$ cat src/rtl/buffer_frame_reader.sv
// buffer_frame_reader
// Read-side sequencer for the double buffer. Once a complete frame is
// readable on port B, it reads words 0..ADDRESS_DEPTH-1 one at a time and
// hands each word to the SPI output module over a valid/ready handshake.
// After the last word has been accepted and the output module reports that
// transmission has finished, it pulses buf_swap so the banks exchange. It then
// idles for GUARD_CYCLES before it looks at buf_valid again.
//
// Ports:
//   clk, rst_n      system clock, asynchronous active-low reset
//   buf_valid       a filled frame is readable (sampled only when idle)
//   buf_swap        one-cycle bank swap pulse
//   rd_en, adb      port B read strobe and address
//   buf_dout        port B read data, valid READ_LATENCY cycles after rd_en
//   out_data        registered word for the output module (bank 0 in LSBs)
//   out_valid       out_data valid; held until out_ready is seen
//   out_ready       output module accepts the word
//   out_new_image   first word of the frame
//   out_new_column  first word of each column group
//   tx_finish       output module finished shifting the last word
//   busy            sequencer is not idle
module buffer_frame_reader #(
  parameter int BANK_COUNT       = 3,
  parameter int ADDRESS_DEPTH    = 480,
  parameter int WORD_WIDTH       = 128,
  parameter int WORDS_PER_COLUMN = 24,
  parameter int READ_LATENCY     = 2,
  parameter int GUARD_CYCLES     = 4
) (
  input  logic                                clk,
  input  logic                                rst_n,
  input  logic                                buf_valid,
  output logic                                buf_swap,
  output logic                                rd_en,
  output logic [$clog2(ADDRESS_DEPTH)-1:0]    adb,
  input  logic [BANK_COUNT*WORD_WIDTH-1:0]    buf_dout,
  output logic [BANK_COUNT*WORD_WIDTH-1:0]    out_data,
  output logic                                out_valid,
  input  logic                                out_ready,
  output logic                                out_new_image,
  output logic                                out_new_column,
  input  logic                                tx_finish,
  output logic                                busy
);

  localparam int AW = $clog2(ADDRESS_DEPTH);
  localparam int DW = BANK_COUNT * WORD_WIDTH;
  localparam int LW = $clog2(READ_LATENCY + 1);
  localparam int GW = $clog2(GUARD_CYCLES + 1);
  localparam int CW = $clog2(WORDS_PER_COLUMN + 1);

  localparam logic [AW-1:0] LAST_ADDR = AW'(ADDRESS_DEPTH - 1);
  localparam logic [CW-1:0] LAST_COL  = CW'(WORDS_PER_COLUMN - 1);

  localparam logic [2:0] S_IDLE    = 3'd0;
  localparam logic [2:0] S_FETCH   = 3'd1;
  localparam logic [2:0] S_WAIT_RD = 3'd2;
  localparam logic [2:0] S_PRESENT = 3'd3;
  localparam logic [2:0] S_DRAIN   = 3'd4;
  localparam logic [2:0] S_SWAP    = 3'd5;
  localparam logic [2:0] S_GUARD   = 3'd6;

  logic [2:0]    state_q, state_d;
  logic [AW-1:0] adb_q, adb_d;
  logic [CW-1:0] col_q, col_d;
  logic [LW-1:0] lat_q, lat_d;
  logic [GW-1:0] grd_q, grd_d;
  logic [DW-1:0] data_q, data_d;
  logic          img_q, img_d;
  logic          ncol_q, ncol_d;

  always_comb begin
    state_d = state_q;
    adb_d   = adb_q;
    col_d   = col_q;
    lat_d   = lat_q;
    grd_d   = grd_q;
    data_d  = data_q;
    img_d   = img_q;
    ncol_d  = ncol_q;
    case (state_q)
      S_IDLE: begin
        if (buf_valid) begin
          state_d = S_FETCH;
          adb_d   = '0;
          col_d   = '0;
        end
      end
      S_FETCH: begin
        // rd_en is high this cycle; the remaining WAIT_RD cycles are counted
        // down so that capture lands exactly READ_LATENCY cycles later.
        lat_d   = LW'(READ_LATENCY - 1);
        state_d = S_WAIT_RD;
      end
      S_WAIT_RD: begin
        if (lat_q == '0) begin
          data_d  = buf_dout;
          img_d   = (adb_q == '0);
          ncol_d  = (col_q == '0);
          state_d = S_PRESENT;
        end else begin
          lat_d = lat_q - LW'(1);
        end
      end
      S_PRESENT: begin
        if (out_ready) begin
          if (adb_q == LAST_ADDR) begin
            adb_d   = '0;
            col_d   = '0;
            state_d = S_DRAIN;
          end else begin
            adb_d   = adb_q + AW'(1);
            // Column position tracked incrementally instead of adb mod N.
            col_d   = (col_q == LAST_COL) ? '0 : col_q + CW'(1);
            state_d = S_FETCH;
          end
        end
      end
      S_DRAIN: begin
        if (tx_finish) state_d = S_SWAP;
      end
      S_SWAP: begin
        grd_d   = GW'(GUARD_CYCLES - 1);
        state_d = S_GUARD;
      end
      S_GUARD: begin
        // buf_valid may still show the pre-swap level here; ignore it.
        if (grd_q == '0) state_d = S_IDLE;
        else             grd_d   = grd_q - GW'(1);
      end
      default: state_d = S_IDLE;
    endcase
  end

  always_ff @(posedge clk or negedge rst_n) begin
    if (!rst_n) begin
      state_q <= S_IDLE;
      adb_q   <= '0;
      col_q   <= '0;
      lat_q   <= '0;
      grd_q   <= '0;
      data_q  <= '0;
      img_q   <= 1'b0;
      ncol_q  <= 1'b0;
    end else begin
      state_q <= state_d;
      adb_q   <= adb_d;
      col_q   <= col_d;
      lat_q   <= lat_d;
      grd_q   <= grd_d;
      data_q  <= data_d;
      img_q   <= img_d;
      ncol_q  <= ncol_d;
    end
  end

  assign rd_en          = (state_q == S_FETCH);
  assign out_valid      = (state_q == S_PRESENT);
  assign buf_swap       = (state_q == S_SWAP);
  assign busy           = (state_q != S_IDLE);
  assign adb            = adb_q;
  assign out_data       = data_q;
  // Markers only mean something alongside out_valid.
  assign out_new_image  = img_q & out_valid;
  assign out_new_column = ncol_q & out_valid;

endmodule

$ cat config.mk
export PLATFORM = sky130hd
export DESIGN_NAME = buffer_frame_reader
export DESIGN_NICKNAME = d
export VERILOG_FILES = /design/src/rtl/buffer_frame_reader.sv
export SDC_FILE = /design/constraint.sdc
export NUM_CORES = 1
export LEC_CHECK = 0
export BUFFER_PORTS_ARGS = -buffer_cell sky130_fd_sc_hd__buf_4
export CAP_MARGIN = 20
export CORE_AREA = 4 4 307 309
export DETAILED_ROUTE_END_ITERATION = 12
export DIE_AREA = 0 0 311 313
export GPL_TIMING_DRIVEN = 0
export HOLD_SLACK_MARGIN = 0.06
export PLACE_DENSITY_LB_ADDON = 0.15
export SLEW_MARGIN = 20
export SYNTH_ARGS = -nofsm -noshare
export SYNTH_HDL_FRONTEND = slang
export SYNTH_SLANG_ARGS = --single-unit
$ cat constraint.sdc
create_clock -name clk -period 1.81 [get_ports clk]
set_clock_uncertainty 0.2 [all_clocks]
set_input_delay 0.0905 -clock clk [delete_from_list [all_inputs] [get_ports clk]]
set_output_delay 0.0905 -clock clk [all_outputs]
set_load 0.01 [all_outputs]
==> key figures, run 1 <==
CTS
  • Maximum buffer depth of the clock tree: 3
  • Number of hold buffers added after CTS: between 600 and 700
  • Number of gates given a new drive strength after cts: approximately 130
  • Number of buffers created by CTS: 52
  • TritonCTS Sinks: about 400
  • Post-CTS setup buffer count: 28
  • Cell chosen for the clock root: sky130_fd_sc_hd__clkbuf_16
  • CTS H-Tree Depth: 2

Synth
  • Net count after synthesis: around 1400
  • Most used standard cell by instance count after synthesis: sky130_fd_sc_hd__dfrtp_1
  • Syn avg cell area: 17.4 um^2
  • Synthesized cell area: ~0.017 mm^2
  • EDFF count, synth: 0
  • Sequential element share of the synthesized area: 0.596
  • YS warnings: 0
  • Fraction of post-synthesis cell area in the top cell type by area: 0.596
  • List of most frequent post-synthesis cells: sky130_fd_sc_hd__dfrtp_1, sky130_fd_sc_hd__mux2_4, sky130_fd_sc_hd__mux2_2
  • Number of instances in the synthesized netlist: around 1000
  • Number of synthesized register bits: about 410
  • Dominant register cell in the synthesized netlist: sky130_fd_sc_hd__dfrtp_1
  • Proportion of register bits with asynchronous set or reset after synthesis: 1.00
  • Yosys cell types: 46
  • Cell types occupying the most area after synthesis: sky130_fd_sc_hd__dfrtp_1, sky130_fd_sc_hd__mux2_4, sky130_fd_sc_hd__mux2_2, sky130_fd_sc_hd__buf_6, sky130_fd_sc_hd__buf_8
  • Post-synthesis cell type with the largest combined area: sky130_fd_sc_hd__dfrtp_1

Run status
  • Error that halted the flow: [ERROR RSZ-0060] Max buffer count reached.
  • Run status: stopped before the end
  • Terminating stage of the flow: clock tree synthesis

Place
  • Post-detail-place hpwl: around 48000 um
  • Placed instance count: just under 3000
  • Number of input and output port buffers inserted: slightly below 800
  • Gp weighted congestion: about 0.81

Floorplan
  • Ports: 788
  • Horizontal die dimension: about 310 um
  • Std cell rows: 111
  • Initial cell density of the core: 0.187
  • Vertical die dimension: roughly 310 um
## cells by family after synthesis
| logic type | after synthesis | share of synthesized area |
|---|---|---|
| muxes | 386 | 0.324 |
| DFF | 408 | 0.596 |
| adders and majority gates | 7 | 0.00512 |
| and+or+nand+nor | 60 | 0.0195 |
| buffers and inverters | 72 | 0.0360 |
| AOI/OAI and AO/OA | 49 | 0.0189 |
## per-stage QoR
step / hold WS (ns) / setup WS [ns] / setup TNS (ns) / area [um^2] / utilization
after floorplan: -0.405 / -0.0265 / -8.65 / 17200 / -
after global placement: 0.111 / -4.10 / -1757.55 / 24600 / 0.269
after detailed placement: -0.100 / -0.491 / -127.43 / 24700 / 0.271
==> inputs of run 2 (changes only) <==
--- a/config.mk
+++ b/config.mk
@@ -7,11 +7,10 @@
 export LEC_CHECK = 0
 export BUFFER_PORTS_ARGS = -buffer_cell sky130_fd_sc_hd__buf_4
 export CAP_MARGIN = 20
-export CORE_AREA = 4 4 307 309
+export CORE_AREA = 4 4 308 310
 export DETAILED_ROUTE_END_ITERATION = 12
-export DIE_AREA = 0 0 311 313
+export DIE_AREA = 0 0 312 314
 export GPL_TIMING_DRIVEN = 0
-export HOLD_SLACK_MARGIN = 0.06
 export PLACE_DENSITY_LB_ADDON = 0.15
 export SLEW_MARGIN = 20
 export SYNTH_ARGS = -nofsm -noshare
==> constraint.sdc (replaced) <==
create_clock -name clk -period 2.4 [get_ports clk]
set_clock_uncertainty 0.2 [all_clocks]
set_input_delay 0.12 -clock clk [delete_from_list [all_inputs] [get_ports clk]]
set_output_delay 0.12 -clock clk [all_outputs]
set_load 0.01 [all_outputs]
==> key figures, run 2 <==
Run status
  • Run status: finished, final reports clean

Drt
  • Total Wirelength: roughly 65000 um
  • Average routed wire per standard cell: 18.7 um
  • Via density per instance: 3.75
  • Remaining DRCs: 0
  • Number of vias after detailed routing: about 13000
  • Initial DRC Count: between 300 and 400
  • Post-route antenna net violation count: 0
  • Length of the first detailed-routing pass in iterations: 4

Synth
  • Dominant register cell in the synthesized netlist: sky130_fd_sc_hd__dfrtp_1
  • Net count after synthesis: around 1400
  • Number of synthesized register bits: between 400 and 500
  • Fraction of post-synthesis cell area in the top cell type by area: 0.596
  • Yosys cell types: 46
  • Synthesized cell area: between 0.015 and 0.02 mm^2
  • List of most frequent post-synthesis cells: sky130_fd_sc_hd__dfrtp_1, sky130_fd_sc_hd__mux2_4, sky130_fd_sc_hd__mux2_2
  • YS warnings: 0
  • Most used standard cell by instance count after synthesis: sky130_fd_sc_hd__dfrtp_1
  • Number of instances in the synthesized netlist: between 900 and 1000
  • Post-synthesis cell type with the largest combined area: sky130_fd_sc_hd__dfrtp_1
  • EDFF count, synth: 0
  • Proportion of register bits with asynchronous set or reset after synthesis: 1.00
  • Sequential element share of the synthesized area: 0.596
  • Syn avg cell area: roughly 17 um^2
  • Cell types occupying the most area after synthesis: sky130_fd_sc_hd__dfrtp_1, sky130_fd_sc_hd__mux2_4, sky130_fd_sc_hd__mux2_2, sky130_fd_sc_hd__buf_6, sky130_fd_sc_hd__buf_8

Cells and area
  • Synth-to-Final Area Change: 77.8%
  • Post-Route Utilization: 0.332
  • Number of antenna diodes: 0
  • Nets: 2613
  • Fraction of layout instances using a drive strength above 1: 0.579
  • Max reg flops: 384
  • Most common library cell in the layout ignoring fill and taps: sky130_fd_sc_hd__buf_4
  • Most frequent cells in the layout: sky130_fd_sc_hd__buf_4, sky130_fd_sc_hd__dfrtp_1, sky130_fd_sc_hd__dlygate4sd3_1

Place
  • Gp weighted congestion: 0.766
  • Number of input and output port buffers inserted: a little under 800
  • Post-detail-place hpwl: 47900 um

Pwr
  • Power per cell area: 1250 mW/mm^2
  • Leakage power total: roughly 0.014 uW
  • Total power: approximately 38000 uW
  • Worst voltage drop across the vdd grid: around 0.67 mV

Critical path
  • Reg-to-reg setup timing slack: ~0.17 ns
  • Launch point of the worst reg-to-reg path: state_q[0]$_DFFE_PN0P_
  • Worst Reg-to-Reg Cells: 6
  • Worst setup SP type: flop
  • Required @ worst endpoint: between 2 and 3 ns
  • Critical path class: flop to flop
  • Top fanout value on the critical path: 19
  • Endpoint type of the worst setup path: flop
  • Endpoint of the worst-slack reg-to-reg timing path: state_q[0]$_DFFE_PN0P_
  • Arrival @ worst endpoint: between 2 and 3 ns

CTS
  • Insertion delay of the later-clocked pin in the worst-skew pair: around 0.6 ns
  • CTS H-Tree Depth: 2
  • Number of buffers created by CTS: 52
  • Cell chosen for the clock root: sky130_fd_sc_hd__clkbuf_16
  • TritonCTS Sinks: approximately 400
  • Clock tree from TritonCTS: done
  • Maximum buffer depth of the clock tree: 3
  • Clock-pin transition on the worst setup and hold timing paths: 0.06 ns

Floorplan
  • Vertical die dimension: roughly 310 um
  • Die Footprint: just under 0.1 mm^2
  • Horizontal die dimension: 312 um
  • Total core area: roughly 0.09 mm^2
  • Std cell rows: ~110
  • Ports: a little under 800
  • Initial cell density of the core: 0.187

Timing
  • Worst hold slack: ~0.087 ns
  • Highest achievable clock rate: ~450 MHz
  • Worst slew margin: 0.638
  • Total of endpoints with negative setup slack in the final report: 0
  • Measured slew at the worst slew-check pin: 0.543 ns
  • Count of final max-slew check failures: 0
  • RSZ-0062 raised after global routing: false
  • Share of the clock period used by the worst path: 0.929
  • Final Critical Period: about 2.2 ns
  • Number of hold violations in the final report: 0

Hold path
  • Worst Hold Launch: buf_dout[310]
  • Hold Path Stages: 3
  • Worst Hold End: out_data[310]$_DFFE_PN0P_
  • Class of the most critical hold timing path: input pin to flop

Global routing
  • Layer with the highest usage after global routing: met2
  • Wire length of the first global-routing pass: about 95000 um
  • GR Util met1: 0.141
  • Met2 track demand over resource in global routing: 0.232
  • Antenna violations before repair: 0
  • Met3 layer usage reported by global route: 0.0336
  • GRT Util Overall: 0.126
  • Maximum number of pins on one net before global-route repair: a little under 90
  • Via count of the first global-routing pass: 14575
  • Total grt overflow: 0

Run
  • Max-capacitance violation count: 0
-- run 2: cell counts after synthesis --
Identical to the previous run, type by type.
-- run 2: cell families after synthesis --
logic type                 after synthesis  synth area share
AOI/OAI and AO/OA                       49            0.0189
and+or+nand+nor                         60            0.0195
adders and majority gates                7           0.00512
muxes                                  386             0.324
buffers and inverters                   72            0.0360
DFF                                    408             0.596
-- run 2: worst max-delay path, cell delays in order (launching register included) --
cell and delay, ns:
sky130_fd_sc_hd__dfrtp_1 0.42, sky130_fd_sc_hd__clkbuf_4 0.29, sky130_fd_sc_hd__nor4b_1 0.08, sky130_fd_sc_hd__a211oi_1 0.29, sky130_fd_sc_hd__o21ai_1 0.15, sky130_fd_sc_hd__o22ai_1 0.15
sky130_fd_sc_hd__dlygate4sd3_1 0.58
-- run 2: through the flow --
stage	worst slack, ns	std cells	setup TNS (ns)	cell area (um^2)
global route	0.0409	3444	0	30400
detailed placement	0.0965	2959	0	24600
CTS	0.0941	3444	0	30400
global placement	-3.55	2954	-1416.55	24500
finish	0.171	3444	0	30400
floorplan	0.540	982	0	17100
-- run 2: worst max-delay path by stage --
stage	slack, ns	end	start	cells after the start
final	0.17	state_q[0]$_DFFE_PN0P_	state_q[0]$_DFFE_PN0P_	6
after global routing	0.04	state_q[0]$_DFFE_PN0P_	adb[4]$_DFFE_PN0P_	6
after CTS	0.09	out_data[90]$_DFFE_PN0P_	state_q[2]$_DFFE_PN0P_	6
after detailed placement	0.1	out_data[93]$_DFFE_PN0P_	state_q[2]$_DFFE_PN0P_	6
after global placement	-3.55	out_data[20]$_DFFE_PN0P_	rst_n	1
after floorplan	0.54	out_data[104]$_DFFE_PN0P_	lat_q[0]$_DFFE_PN0P_	7
-- run 2: timing repair --
action | 4_1_cts | 5_1_grt
endpoints found under the setup margin | 1 | 1
endpoints found under the hold margin | 650 | 0
hold buffers | 391 | 0
resized for setup | 0 | 3
setup buffers | 0 | 0
cloned | 0 | 0
-- run 2: final cells by class --
| cell class | count | area (um^2) |
|---|---|---|
| well taps | 1186 | 1480 |
| flip-flops and latches | 408 | 10200 |
| clock buffers | 77 | 1560 |
| plain buffers | 54 | 554 |
| repair buffers | 1182 | 9970 |
| fillers | 9118 | 61200 |
| inverters | 17 | 63.8 |
| clock inverters | 18 | 302 |
| multi-input cells | 502 | 6300 |
-- run 2: power by group --
group	leakage, uW	switching (uW)	internal [uW]
clock	0.000918	3160	5330
combinational	0.00860	6730	10300
sequential	0.00492	2040	10300
total	0.0144	11900	26000
-- run 2: layer usage --
| metal | part of all wire | vias to the layer above |
|---|---|---|
| met3 | 0.064 | 87 |
| met5 | 0 | - |
| li1 | - | 5973 |
| met1 | 0.38 | 6400 |
| met2 | 0.53 | 470 |
| met4 | 0.030 | 0 |
Note: power is estimated with default switching activity, not from simulation.
==> inputs of run 3 (changes only) <==
--- a/config.mk
+++ b/config.mk
@@ -7,9 +7,10 @@
 export LEC_CHECK = 0
 export BUFFER_PORTS_ARGS = -buffer_cell sky130_fd_sc_hd__buf_4
 export CAP_MARGIN = 20
-export CORE_AREA = 4 4 308 310
+export CORE_AREA = 4 4 303 305
+export CTS_CLUSTER_SIZE = 14
 export DETAILED_ROUTE_END_ITERATION = 12
-export DIE_AREA = 0 0 312 314
+export DIE_AREA = 0 0 307 309
 export GPL_TIMING_DRIVEN = 0
 export PLACE_DENSITY_LB_ADDON = 0.15
 export SLEW_MARGIN = 20
==> key figures, run 3 (synthesized netlist as in run 2, its figures left out) <==
CTS
  • CTS H-Tree Depth: 2
  • Cell chosen for the clock root: sky130_fd_sc_hd__clkbuf_16
  • Maximum buffer depth of the clock tree: 3
  • TritonCTS Sinks: about 400
  • Post-CTS setup buffer count: 0
  • Number of buffers created by CTS: between 50 and 60
  • Insertion delay of the later-clocked pin in the worst-skew pair: around 0.59 ns
  • Clock-pin transition on the worst setup and hold timing paths: around 0.060 ns
  • Clock tree from TritonCTS: done

Critical path
  • Top fanout value on the critical path: 19
  • Arrival @ worst endpoint: roughly 2.6 ns
  • Highest-delay cell along the critical path: sky130_fd_sc_hd__dlygate4sd3_1
  • Critical path class: flop to flop
  • Endpoint type of the worst setup path: flop
  • Required @ worst endpoint: around 2.7 ns
  • Cells traversed along the worst timing path: clkbuf_4 -> nor4b_1 -> a211oi_1 -> o21ai_1 -> o22ai_1 -> dlygate4sd3_1
  • Stage delay of the slowest cell on the critical path: approximately 0.57 ns
  • Worst setup SP type: flop

Place
  • Number of input and output port buffers inserted: around 790
  • Pre-CTS setup slack: 0.126 ns
  • Gp weighted congestion: approximately 0.80
  • Post-detail-place hpwl: 50900 um

Timing
  • Worst slew margin: 0.667
  • Post-route setup TNS: 0 ns
  • Measured slew at the worst slew-check pin: roughly 0.5 ns
  • Final setup slack of the worst path: roughly 0.16 ns
  • Count of final max-slew check failures: 0
  • Number of hold violations in the final report: 0
  • Share of the clock period used by the worst path: 0.935
  • RSZ-0062 raised after global routing: false
  • Highest achievable clock rate: ~450 MHz
  • Total of endpoints with negative setup slack in the final report: 0
  • Final Critical Period: around 2.2 ns

Cells and area
  • Most common library cell in the layout ignoring fill and taps: sky130_fd_sc_hd__buf_4
  • Most frequent cells in the layout: sky130_fd_sc_hd__buf_4, sky130_fd_sc_hd__dfrtp_1, sky130_fd_sc_hd__dlygate4sd3_1
  • Synth-to-Final Area Change: 76.7%
  • Fraction of layout instances using a drive strength above 1: 0.575
  • Nets: about 2600
  • Count of fill cells added during filler insertion: 8841
  • Max reg flops: about 380

Hold path
  • Class of the most critical hold timing path: input pin to flop

Drt
  • Number of vias after detailed routing: 12964
  • Average routed wire per standard cell: ~20 um
  • Initial DRC Count: between 500 and 600
  • Post-route antenna net violation count: 0
  • Remaining DRCs: 0
  • Via density per instance: between 3 and 4
  • Total Wirelength: between 60000 and 70000 um
  • Length of the first detailed-routing pass in iterations: 4

Floorplan
  • Std cell rows: 110
  • Horizontal die dimension: around 310 um
  • Die Footprint: around 0.095 mm^2
  • Ports: 788
  • Total core area: a little under 0.09 mm^2
  • Vertical die dimension: 309 um
  • Initial cell density of the core: 0.192

Global routing
  • Via count of the first global-routing pass: around 14000
  • Wire length of the first global-routing pass: 95900 um
  • Maximum number of pins on one net before global-route repair: 92
  • Total grt overflow: 0
  • Antenna violations before repair: 1
  • GRT Util Overall: 0.134

Pwr
  • Worst voltage drop across the vdd grid: ~0.54 mV
  • Leakage power total: ~0.014 uW
  • Power per cell area: about 1200 mW/mm^2
  • Total power: about 37000 uW

Run
  • Max-capacitance violation count: 0

Run status
  • Run status: finished, final reports clean
[run 3: cell count changes in the layout (fill, tap and decap cells not counted), moves of 2 or more]
cell / previous run / this run
sky130_fd_sc_hd__clkbuf_1: 13 / 23
sky130_fd_sc_hd__bufinv_16: 8 / 0
sky130_fd_sc_hd__clkinv_2: 7 / 2
sky130_fd_sc_hd__clkbuf_8: 14 / 16
sky130_fd_sc_hd__clkinv_4: 3 / 1
sky130_fd_sc_hd__clkinvlp_4: 0 / 2
sky130_fd_sc_hd__diode_2: 0 / 2
sky130_fd_sc_hd__inv_6: 0 / 2
[run 3: final timing paths]
| kind | from | endpoint | slack, ns | depth (start not counted) |
|---|---|---|---|---|
| max | state_q[0]$_DFFE_PN0P_ | state_q[0]$_DFFE_PN0P_ | 0.16 | 6 |
| min | buf_dout[324] | out_data[324]$_DFFE_PN0P_ | 0.09 | 3 |
| max reg2reg | state_q[0]$_DFFE_PN0P_ | state_q[0]$_DFFE_PN0P_ | 0.16 | 6 |
| min reg2reg | out_data[326]$_DFFE_PN0P_ | out_data[326]$_DFFE_PN0P_ | 0.29 | 1 |
| max in group asynchronous | rst_n | out_data[353]$_DFFE_PN0P_ | 0.34 | 6 |
| min in group asynchronous | rst_n | out_data[17]$_DFFE_PN0P_ | 0.27 | 3 |
[run 3: layout make-up]
class,instances,area (um^2),share of cell area
Buffer,54,551,0.0182
Sequential cell,408,10200,0.338
Tap cell,1176,1470,0.0486
Inverter,17,63.8,0.00211
Timing Repair Buffer,1182,9970,0.330
Antenna cell,2,5.00,0.000165
Clock buffer,89,1620,0.0536
Clock inverter,7,51.3,0.00170
Multi-Input combinational cell,502,6300,0.208
[run 3: metal layers]
layer / GRT usage / vias up / share of wire / routed length, um
li1: - / 5958 / - / -
met1: 0.151 / 6498 / 0.38 / 25500
met2: 0.243 / 395 / 0.53 / 35300
met3: 0.0348 / 113 / 0.060 / 4020
met4: 0.0503 / 0 / 0.035 / 2380
met5: 0 / - / 0 / 0
[run 3: critical path: cells and delay by family, from the launching register on]
kind,cells,cell delay (ns)
compound gates,3,0.61
buf+inv,2,0.87
flops,1,0.42
simple gates,1,0.09
[run 3: what timing repair did]
| item | CTS | global route |
|---|---|---|
| cloned | 0 | 1 |
| hold buffers | 390 | 0 |
| resized for setup | 0 | 2 |
| pin swaps | 0 | 0 |
| endpoints found under the hold margin | 717 | 0 |
| endpoints found under the setup margin | 1 | 92 |
[run 3: where the power goes]
| group | total, uW | leakage [uW] | internal [uW] | switching, uW |
|---|---|---|---|---|
| Clock | 7680 | 0.000813 | 4560 | 3120 |
| Sequential | 12500 | 0.00492 | 10300 | 2160 |
| Combinational | 17100 | 0.00860 | 10300 | 6800 |
| Total | 37300 | 0.0143 | 25200 | 12100 |
[run 3: metrics by stage]
| stage | area [um^2] | util | hold WS [ns] | instances |
|---|---|---|---|---|
| CTS | 30200 | 0.338 | 0.0218 | 3434 |
| detailed placement | 24600 | 0.276 | -0.267 | 2949 |
| global placement | 24500 | 0.274 | 0.137 | 2944 |
| floorplan | 17100 | - | -0.376 | 982 |
| finish | 30200 | 0.339 | 0.0887 | 3437 |
| global route | 30200 | 0.339 | 0.0567 | 3435 |
==> inputs of run 4 (changes only) <==
--- a/config.mk
+++ b/config.mk
@@ -13,7 +13,6 @@
 export DIE_AREA = 0 0 307 309
 export GPL_TIMING_DRIVEN = 0
 export PLACE_DENSITY_LB_ADDON = 0.15
-export SLEW_MARGIN = 20
 export SYNTH_ARGS = -nofsm -noshare
 export SYNTH_HDL_FRONTEND = slang
 export SYNTH_SLANG_ARGS = --single-unit
==> constraint.sdc (replaced) <==
create_clock -name clk -period 2.4 [get_ports clk]
set_clock_uncertainty 0.2 [all_clocks]
set_input_delay 0.48 -clock clk [delete_from_list [all_inputs] [get_ports clk]]
set_output_delay 0.48 -clock clk [all_outputs]
set_load 0.01 [all_outputs]
==> key figures, run 4 (synthesized netlist as in run 2, its figures left out) <==
Place
  • Gp weighted congestion: 0.796
  • Placed instance count: 2947
  • Number of input and output port buffers inserted: 786
  • Pre-CTS setup slack: -0.0378 ns
  • Post-detail-place hpwl: between 50000 and 60000 um

Pwr
  • Worst voltage drop across the vdd grid: between 0.5 and 0.6 mV
  • Leakage power total: about 0.014 uW
  • Combinational fraction of design power: 0.459
  • Sw frac: 0.323
  • Total power: ~37000 uW
  • Share of total power in the clock network: 0.208
  • Power per cell area: 1240 mW/mm^2
  • Power share of the sequential group: 0.334
  • Net switching power figure: about 12000 uW
  • Internal power component: 25300 uW

Floorplan
  • Total core area: 0.0893 mm^2
  • Vertical die dimension: slightly above 300 um
  • Std cell rows: 110
  • Initial cell density of the core: 0.192
  • Ports: 788
  • Horizontal die dimension: 307 um
  • Die Footprint: around 0.095 mm^2

Critical path
  • Category of cells accounting for the largest share of critical-path delay: flip-flops
  • Stage delay of the slowest cell on the critical path: 0.45 ns
  • Endpoint type of the worst setup path: primary output
  • Critical path class: flop to primary output
  • Worst Path Buf+Inv: 3
  • Highest-delay cell along the critical path: sky130_fd_sc_hd__dfrtp_2
  • Arrival @ worst endpoint: around 1.6 ns
  • Worst setup SP type: flop
  • Required @ worst endpoint: between 1.5 and 2 ns
  • Cells traversed along the worst timing path: buf_6 -> inv_4 -> nand2_1 -> nor2_2 -> buf_4
  • Top fanout value on the critical path: 10

Timing
  • Final Critical Period: 2.31 ns
  • Highest achievable clock rate: around 430 MHz
  • RSZ-0062 raised after global routing: true
  • Measured slew at the worst slew-check pin: about 0.67 ns
  • Number of hold violations in the final report: 0
  • Worst slew margin: 0.554
  • Total of endpoints with negative setup slack in the final report: 0
  • Final setup slack of the worst path: about 0.089 ns
  • Share of the clock period used by the worst path: 0.963
  • Count of final max-slew check failures: 0

Drt
  • Total Wirelength: 67500 um
  • Initial DRC Count: between 500 and 600
  • Number of vias after detailed routing: approximately 13000
  • Met3 wire length: 3940 um
  • Highest Signal Layer: met5
  • Routed metal-1 wire length: between 20000 and 30000 um
  • Average routed wire per standard cell: ~20 um
  • Length of the first detailed-routing pass in iterations: 4
  • Remaining DRCs: 0
  • Post-route antenna net violation count: 0
  • Total length of routed met2 wires: 36200 um
  • Via density per instance: 3.78

Global routing
  • Total grt overflow: 0
  • Antenna violations before repair: 2
  • Maximum number of pins on one net before global-route repair: 110
  • GRT Util Overall: 0.134
  • Via count of the first global-routing pass: between 10000 and 15000
  • Wire length of the first global-routing pass: roughly 96000 um

CTS
  • Number of buffers created by CTS: 53
  • TritonCTS Sinks: 408
  • Maximum buffer depth of the clock tree: 3
  • Clock tree from TritonCTS: done
  • Clock-pin transition on the worst setup and hold timing paths: ~0.07 ns
  • Insertion delay of the later-clocked pin in the worst-skew pair: between 0.5 and 0.6 ns
  • CTS H-Tree Depth: 2
  • Cell chosen for the clock root: sky130_fd_sc_hd__clkbuf_16

Cells and area
  • Most frequent cells in the layout: sky130_fd_sc_hd__buf_4, sky130_fd_sc_hd__dfrtp_1, sky130_fd_sc_hd__dlygate4sd3_1
  • Most common library cell in the layout ignoring fill and taps: sky130_fd_sc_hd__buf_4
  • Fraction of layout instances using a drive strength above 1: 0.579
  • Synth-to-Final Area Change: 76.6%
  • Nets: 2611
  • Post-Route Utilization: 0.338
  • Final standard cell count with taps included and fillers excluded: 3430
  • Max reg flops: ~380

Hold path
  • Class of the most critical hold timing path: input pin to flop

Run status
  • Run status: finished, final reports clean

Run
  • Max-capacitance violation count: 0
==> run 4: path summary, 6_finish.rpt <==
check | startpoint | endpoint | slack [ns] | depth (start not counted)
setup / recovery | state_q[1]$_DFFE_PN0P_ | buf_swap | 0.09 | 5
hold / removal | buf_valid | state_q[1]$_DFFE_PN0P_ | 0.21 | 4
setup reg to reg | state_q[0]$_DFFE_PN0P_ | out_data[118]$_DFFE_PN0P_ | 0.15 | 6
hold reg to reg | out_data[329]$_DFFE_PN0P_ | out_data[329]$_DFFE_PN0P_ | 0.29 | 1
max in group asynchronous | rst_n | out_data[234]$_DFFE_PN0P_ | 0.38 | 4
min in group asynchronous | rst_n | out_data[15]$_DFFE_PN0P_ | 0.25 | 2
==> run 4: per-stage QoR <==
step                      hold slack, ns   TNS, ns  area (um^2)
after global routing               0.218  -0.00644        30200
final                              0.214         0        30200
after global placement             0.272  -1577.42        24500
after floorplan                  -0.0156         0        17100
after CTS                          0.151   -0.0123        30200
after detailed placement           0.278     -1.82        24600
==> run 4: power by group through the flow <==
stage / Combinational, uW / Clock [uW] / Sequential (uW)
4_1_cts: 17500 / 8100 / 12500
6_report: 17200 / 7770 / 12500
2_1_floorplan: 7020 / 0 / 13700
5_1_grt: 18100 / 8320 / 12900
3_5_place_dp: 16800 / 0 / 12500
3_3_place_gp: 16700 / 0 / 12500
==> run 4: layer usage <==
layer | vias to the layer above | GRT usage
li1 | 5951 | -
met1 | 6513 | 0.152
met2 | 387 | 0.248
met3 | 101 | 0.0338
met4 | 2 | 0.0400
met5 | - | 0
==> run 4: worst reg2reg max path: cells and delay by family (launching register included) <==
family | cells | cell delay, ns
AND/OR/NAND/NOR | 2 | 0.44
flip-flops | 1 | 0.44
buffers and inverters | 3 | 0.72
multiplexers | 1 | 0.33
==> run 4: what timing repair did <==
action	CTS	global route
buffers inserted	2	1
hold buffers	386	0
endpoints found under the setup margin	6	215
hold endpoints to repair	477	0
gates resized for setup	8	6
cloned	0	1
==> run 4: area by class of cell <==
| class | count | area (um^2) |
|---|---|---|
| buffer | 54 | 563 |
| fill | 8877 | 59100 |
| antenna | 2 | 5.00 |
| multi-input combinational | 502 | 6300 |
| clock buffer | 82 | 1600 |
| inverter | 17 | 68.8 |
| sequential | 408 | 10200 |
| tap | 1176 | 1470 |
| clock inverter | 10 | 85.1 |
| timing repair buffer | 1179 | 9920 |
